===== src/rtl/horizontal_pkg.sv =====
// Shared definitions for the horizontal twiddle-factor scheduler.
//   - FSM state encoding
//   - order/group counter widths
//   - tag carried alongside each product through the multiplier
package horizontal_pkg;

  localparam int unsigned TF_ORD_N = 4;   // orders per run
  localparam int unsigned TF_GRP_N = 16;  // groups per order
  localparam int unsigned ORD_W    = $clog2(TF_ORD_N);
  localparam int unsigned GRP_W    = $clog2(TF_GRP_N);

  typedef enum logic [1:0] {
    StIdle  = 2'd0,
    StRun   = 2'd1,
    StDrain = 2'd2,
    StDone  = 2'd3
  } sched_state_e;

  typedef struct packed {
    logic             valid;
    logic [ORD_W-1:0] order;
    logic [GRP_W-1:0] group;
  } tf_tag_t;

endpackage


===== src/rtl/horizontal_tag_pipe.sv =====
// MUL_LAT-deep delay line for product tags, matching the MulMod128 latency.
// Ports:
//   clk, rst_n - clock, async active-low reset
//   flush      - synchronous clear of every stage
//   tag_in     - tag entering the multiplier this cycle
//   tag_out    - tag leaving the multiplier (registered)
//   inflight   - a valid tag sits in any stage other than the output stage
module horizontal_tag_pipe
  import horizontal_pkg::*;
#(
  parameter int unsigned MUL_LAT = 4
) (
  input  logic    clk,
  input  logic    rst_n,
  input  logic    flush,
  input  tf_tag_t tag_in,
  output tf_tag_t tag_out,
  output logic    inflight
);

  tf_tag_t stage_q [MUL_LAT];

  // Never stalls: the multiplier pipeline cannot be held.
  always_ff @(posedge clk or negedge rst_n) begin
    if (!rst_n) begin
      for (int i = 0; i < int'(MUL_LAT); i++) stage_q[i] <= '0;
    end else if (flush) begin
      for (int i = 0; i < int'(MUL_LAT); i++) stage_q[i] <= '0;
    end else begin
      stage_q[0] <= tag_in;
      for (int i = 1; i < int'(MUL_LAT); i++) stage_q[i] <= stage_q[i-1];
    end
  end

  // The output stage is excluded so the drain can finish the cycle after the last write-back.
  always_comb begin
    inflight = 1'b0;
    for (int i = 0; i < int'(MUL_LAT) - 1; i++) inflight = inflight | stage_q[i].valid;
  end

  assign tag_out = stage_q[MUL_LAT-1];

endmodule


===== src/rtl/horizontal_tf_sched.sv =====
// Sequencer for the horizontal twiddle-factor datapath (R16 stage-0 pass).
// Issues ORD_N x GRP_N products into the fixed-latency multiplier and qualifies
// their write-back MUL_LAT cycles later. All outputs are flops: the issue decision
// made from the inputs of cycle t appears on issue_valid in cycle t+1.
// Ports:
//   clk, rst_n       - clock, async active-low reset
//   start            - run request pulse (accepted only when idle and in stage 0)
//   CEN              - active-low enable, 1 stalls issue
//   stage_counter    - current FFT stage; non-zero aborts a run
//   busy, done       - run handshake
//   issue_valid      - product launched; tags on tf_order_cnt / group_cnt
//   sel_feedback     - multiplier A from feedback register (order != 0)
//   const_load       - load constant register on group-0 issues
//   wb_valid         - write-back qualifier with tags wb_order / wb_group
// ORD_N / GRP_N must match the package widths that size the tag fields.
module horizontal_tf_sched
  import horizontal_pkg::*;
#(
  parameter int unsigned MUL_LAT  = 4,
  parameter int unsigned DC_WIDTH = 13,
  parameter int unsigned DCNT_BP4 = 10,
  parameter int unsigned GRP_N    = TF_GRP_N,
  parameter int unsigned ORD_N    = TF_ORD_N
) (
  input  logic                     clk,
  input  logic                     rst_n,
  input  logic                     start,
  input  logic                     CEN,
  input  logic [DC_WIDTH-1:DCNT_BP4] stage_counter,
  output logic                     busy,
  output logic                     done,
  output logic                     issue_valid,
  output logic [ORD_W-1:0]         tf_order_cnt,
  output logic [GRP_W-1:0]         group_cnt,
  output logic                     sel_feedback,
  output logic                     const_load,
  output logic                     wb_valid,
  output logic [ORD_W-1:0]         wb_order,
  output logic [GRP_W-1:0]         wb_group
);

  sched_state_e     state_q, state_d;
  logic [ORD_W-1:0] ord_q, ord_d;  // position of the next issue
  logic [GRP_W-1:0] grp_q, grp_d;
  logic             issue;
  logic             abort;
  logic             stage_zero;
  logic             last_pos;
  logic             inflight;
  tf_tag_t          tag_in, tag_out;

  assign stage_zero = (stage_counter == '0);
  assign last_pos   = (ord_q == ORD_W'(ORD_N - 1)) && (grp_q == GRP_W'(GRP_N - 1));

  always_comb begin
    state_d = state_q;
    ord_d   = ord_q;
    grp_d   = grp_q;
    issue   = 1'b0;
    abort   = 1'b0;
    unique case (state_q)
      StIdle: begin
        if (start && stage_zero) begin
          state_d = StRun;
          issue   = !CEN;
        end
      end
      StRun: begin
        if (!stage_zero) begin
          abort = 1'b1;
        end else if (!CEN) begin
          issue = 1'b1;
          if (last_pos) state_d = StDrain;
        end
      end
      StDrain: begin
        if (!stage_zero) begin
          abort = 1'b1;
        end else if (!issue_valid && !inflight) begin
          state_d = StDone;
        end
      end
      StDone: state_d = StIdle;
      default: state_d = StIdle;
    endcase

    if (abort) begin
      state_d = StIdle;
      ord_d   = '0;
      grp_d   = '0;
    end else if (issue) begin
      grp_d = grp_q + 1'b1;
      if (grp_q == GRP_W'(GRP_N - 1)) begin
        grp_d = '0;
        ord_d = ord_q + 1'b1;
      end
    end
  end

  always_ff @(posedge clk or negedge rst_n) begin
    if (!rst_n) begin
      state_q      <= StIdle;
      ord_q        <= '0;
      grp_q        <= '0;
      busy         <= 1'b0;
      done         <= 1'b0;
      issue_valid  <= 1'b0;
      const_load   <= 1'b0;
      tf_order_cnt <= '0;
      group_cnt    <= '0;
      sel_feedback <= 1'b0;
    end else begin
      state_q     <= state_d;
      ord_q       <= ord_d;
      grp_q       <= grp_d;
      busy        <= (state_d != StIdle);
      done        <= (state_d == StDone);
      issue_valid <= issue;
      const_load  <= issue && (grp_q == '0);
      // Tags hold through stalls so the FIFO mode stays put; cleared once idle.
      if (state_d == StIdle) begin
        tf_order_cnt <= '0;
        group_cnt    <= '0;
        sel_feedback <= 1'b0;
      end else if (issue) begin
        tf_order_cnt <= ord_q;
        group_cnt    <= grp_q;
        sel_feedback <= (ord_q != '0);
      end
    end
  end

  assign tag_in = '{valid: issue_valid, order: tf_order_cnt, group: group_cnt};

  horizontal_tag_pipe #(
    .MUL_LAT (MUL_LAT)
  ) u_tag_pipe (
    .clk      (clk),
    .rst_n    (rst_n),
    .flush    (abort),
    .tag_in   (tag_in),
    .tag_out  (tag_out),
    .inflight (inflight)
  );

  assign wb_valid = tag_out.valid;
  assign wb_order = tag_out.order;
  assign wb_group = tag_out.group;

endmodule


===== config.mk =====
export PLATFORM = sky130hd
export DESIGN_NAME = horizontal_tf_sched
export DESIGN_NICKNAME = d
export VERILOG_FILES = /design/src/rtl/horizontal_pkg.sv /design/src/rtl/horizontal_tag_pipe.sv /design/src/rtl/horizontal_tf_sched.sv
export SDC_FILE = /design/constraint.sdc
export NUM_CORES = 1
export LEC_CHECK = 0
export CAP_MARGIN = 5
export CORE_MARGIN = 4
export CORE_UTILIZATION = 50
export CTS_CLUSTER_SIZE = 14
export DETAILED_ROUTE_END_ITERATION = 10
export PLACE_DENSITY = 0.82
export REMOVE_ABC_BUFFERS = 1
export SYNTH_ARGS = -nofsm -noshare
export SYNTH_HDL_FRONTEND = slang
export SYNTH_HIERARCHICAL = 1
export SYNTH_SLANG_ARGS = --single-unit

===== constraint.sdc =====
create_clock -name clk -period 2.7 [get_ports clk]
set_input_delay 0.405 -clock clk [delete_from_list [all_inputs] [get_ports clk]]
set_output_delay 0.405 -clock clk [all_outputs]
set_load 0.01 [all_outputs]

==> impl_metrics.py, run 1 <==
metrics = {
    "outcome": {
        "status": "complete, no violations",
    },
    "sta": {
        "hold_viol": 0,
        "rsz0062_at_grt": "false",
        "fin_skew_ns": 0.00432,
        "fmax_ghz": 0.431,
        "setup_viol": 0,
        "maxSlewHeadroom_pct": 33.6,
        "fin_setup_tns_ns": 0,
        "tightest_slew_ns": 0.997,
        "fin_crit_sh_pct": 85.9,
        "maxSlewViolCount": 0,
        "min_period_ns": 2.32,
        "timing.hold.ws_ns": 0.270,
    },
    "clock_network": {
        "numCtsBuffers": 5,
        "cts_tree": "done",
        "post_cts_buffers": 0,
        "cts-root-buf": "clkbuf_8",
        "insertion_delay_ns": 0.30,
        "cts_hold_buf": 0,
        "htreeDepth": 2,
        "path_clk_slew_ns": 0.08,
        "cts_sinks": 47,
        "clk_path_buf_depth": 2,
        "cts_resized": 0,
    },
    "place": {
        "gp_congestion": 0.963,
        "post-dp-hpwl_mm": 2.42,
        "dp.cells": 223,
        "io_buffers": 24,
    },
    "power": {
        "peakVddDrop_mv": 0.424,
        "power_density_mw_per_mm2": 776,
        "power_leakage_nw": 1.11,
    },
    "critical_path": {
        "cp_num_buf_inv": 0,
        "startpoint_type": "register",
        "crit_slowest_cell": "or4b_1",
        "max_stage_delay_ns": 0.55,
        "crit_chain": "or3_1, or4b_1, a2111oi_2, o211ai_2, a21oi_1",
        "worst-path-max-fanout": 10,
        "crit_arrival_ns": 2.54,
        "worstSetupEndpointType": "register",
        "r2r_end": "group_cnt[1]$_DFFE_PN0P_",
        "r2r-start": "u_tag_pipe/stage_q[27]$_DFF_PN0_",
        "reg2regPathDepth": 5,
        "ff2ff_setup_slack_ns": 0.38,
        "path_class": "register to register",
        "cp_top_family": "compound AO/OA/AOI/OAI gates",
        "crit_required_ns": 2.92,
    },
    "global_route": {
        "grt_first_pass_wirelength_mm": 5.89,
        "antenna_found_initial": 0,
        "grt.total_usage_pct": 15.1,
        "top_usage_layer": "met2",
        "overflow": 0,
        "grtUsageMet3_pct": 5.54,
        "gr-usage-met2_pct": 25.8,
        "grt_pass1_vias": 1277,
        "grt_util_met1_pct": 17.4,
        "grt_start_max_net_pins": 48,
    },
    "die": {
        "ioPinCount": 25,
        "design.core.area_mm2": 0.00374,
        "initial_core_util_pct": 53.1,
        "fp-row-count": 22,
        "fp.dieW_um": 71.1,
        "die_h_um": 71.1,
        "die_area_mm2": 0.00505,
    },
    "detailed_routing": {
        "wl_per_cell_um": 15.3,
        "wl_mm": 3.53,
        "route.detailed.drc": 0,
        "first_iter_violations": 135,
        "first_pass_iters": 4,
        "via_count": 1234,
        "drt.antenna.violating_nets": 0,
        "vias_per_cell": 5.34,
    },
    "synthesis": {
        "synth_top_flop_cell": "dfrtp_1",
        "ys.warnings.count": 6,
        "synth.distinct_cells": 34,
        "synthCells": 162,
        "async_flop_share_pct": 100,
        "seq_area_frac_synth_pct": 59.1,
        "synth_edf_count": 0,
        "syn-cell-area_mm2": 0.00199,
        "syn_area_per_cell_um2": 12.3,
        "ys_ff_latch": 47,
    },
    "finish": {
        "multi_input_area_um2": 677,
        "final_cell_mix": "dfrtp_1 (47), clkdlybuf4s50_1 (23), nor2b_1 (20), a21oi_1 (10)",
        "drive_gt1_share_pct": 13.7,
        "nets": 196,
        "antenna_cells": 0,
        "area_growth_pct": 16.9,
        "finalNonFillerCells": 231,
        "ff_latch_area_mm2": 0.00118,
        "num-fill-cells": 298,
        "fin_util_pct": 62.1,
        "layout_commonest_cell": "dfrtp_1",
    },
    "run": {
        "drv_cap": 0,
    },
    "worst_hold_path": {
        "min_path_type": "input pin to asynchronous set/reset pin",
    },
}
per-layer routing:
layer  share of wire [%]  routed length (µm)
met4                 1.1                  40
met2                  52                1850
met1                  40                1390
met5                   0                   0
met3                 7.0                 248
report_power, final:
group	internal [W]	switching (W)	total [W]	leakage, nW
clock network	0.000369	0.000231	0.000600	0.0644
logic	0.000143	0.000301	0.000444	0.387
registers	0.000735	0.0000261	0.000761	0.654
registers in the layout (all words and copies together), names as in the netlist:
register and count:
const_load 1, tf_order_cnt 2, grp_q 4, busy 1, done 1, issue_valid 1, u_tag_pipe/tag_out 7, ord_q 2
sel_feedback 1, state_q 2, group_cnt 4, u_tag_pipe/stage_q 21
logic make-up (layout without fill, tap and decap cells):
family	count (synthesis)	count (layout)	share of synthesized area [%]
adder cells (fa/ha/maj)	7	7	4.40
buffers and inverters	21	42	6.85
multiplexers	8	8	4.03
AO/OA/AOI/OAI	18	18	5.85
XOR/XNOR	2	2	0.881
AND/OR/NAND/NOR	59	59	18.9
flip-flops	47	47	59.1
cell usage after synthesis (2+ instances only):
library cell,count,area [µm²]
dfrtp_1,47,1180
nor2b_1,20,125
a21oi_1,10,50.1
inv_1,9,33.8
nor2_1,9,33.8
and2b_2,8,70.1
mux2i_1,8,80.1
buf_4,7,52.6
ha_1,7,87.6
nand2_1,6,22.5
buf_6,4,45.0
o21ai_0,3,15.0
nor3_1,2,10.0
xnor2_1,2,17.5
metrics by stage:
stage	instance area [µm²]	total power, W	setup WS (ns)
6_report	2330	0.00181	0.380
2_1_floorplan	1890	0.00105	0.666
3_3_place_gp	2190	0.00118	0.361
5_1_grt	2330	0.00190	0.252
4_1_cts	2330	0.00182	0.385
3_5_place_dp	2190	0.00122	0.277
cell type report:
cell class,count,share of cell area [%]
clock buffer,5,2.96
clock inverter,3,2.90
inverter,9,1.45
multi-input combinational,94,29.1
sequential,47,50.6
tap,48,2.58
timing repair buffer,25,10.4
how the worst max path moves through the flow:
stage | start | end | slack, ns | cells after the start
2_1_floorplan | u_tag_pipe/stage_q[27]$_DFF_PN0_ | group_cnt[0]$_DFFE_PN0P_ | 0.67 | 5
3_3_place_gp | stage_counter[12] | group_cnt[1]$_DFFE_PN0P_ | 0.36 | 5
3_5_place_dp | stage_counter[12] | sel_feedback$_DFFE_PN0P_ | 0.28 | 5
4_1_cts | u_tag_pipe/stage_q[27]$_DFF_PN0_ | group_cnt[1]$_DFFE_PN0P_ | 0.39 | 5
5_1_grt | u_tag_pipe/stage_q[27]$_DFF_PN0_ | tf_order_cnt[0]$_DFFE_PN0P_ | 0.25 | 5
6_report | u_tag_pipe/stage_q[27]$_DFF_PN0_ | group_cnt[1]$_DFFE_PN0P_ | 0.38 | 5
Power figures use the tool's default switching activity.
==> run 2: changes to the inputs <==
Settings changed: CTS_CLUSTER_DIAMETER set to 40.
==> results of run 2 <==
Final layout, timing and power as in run 1 (identical DEF).
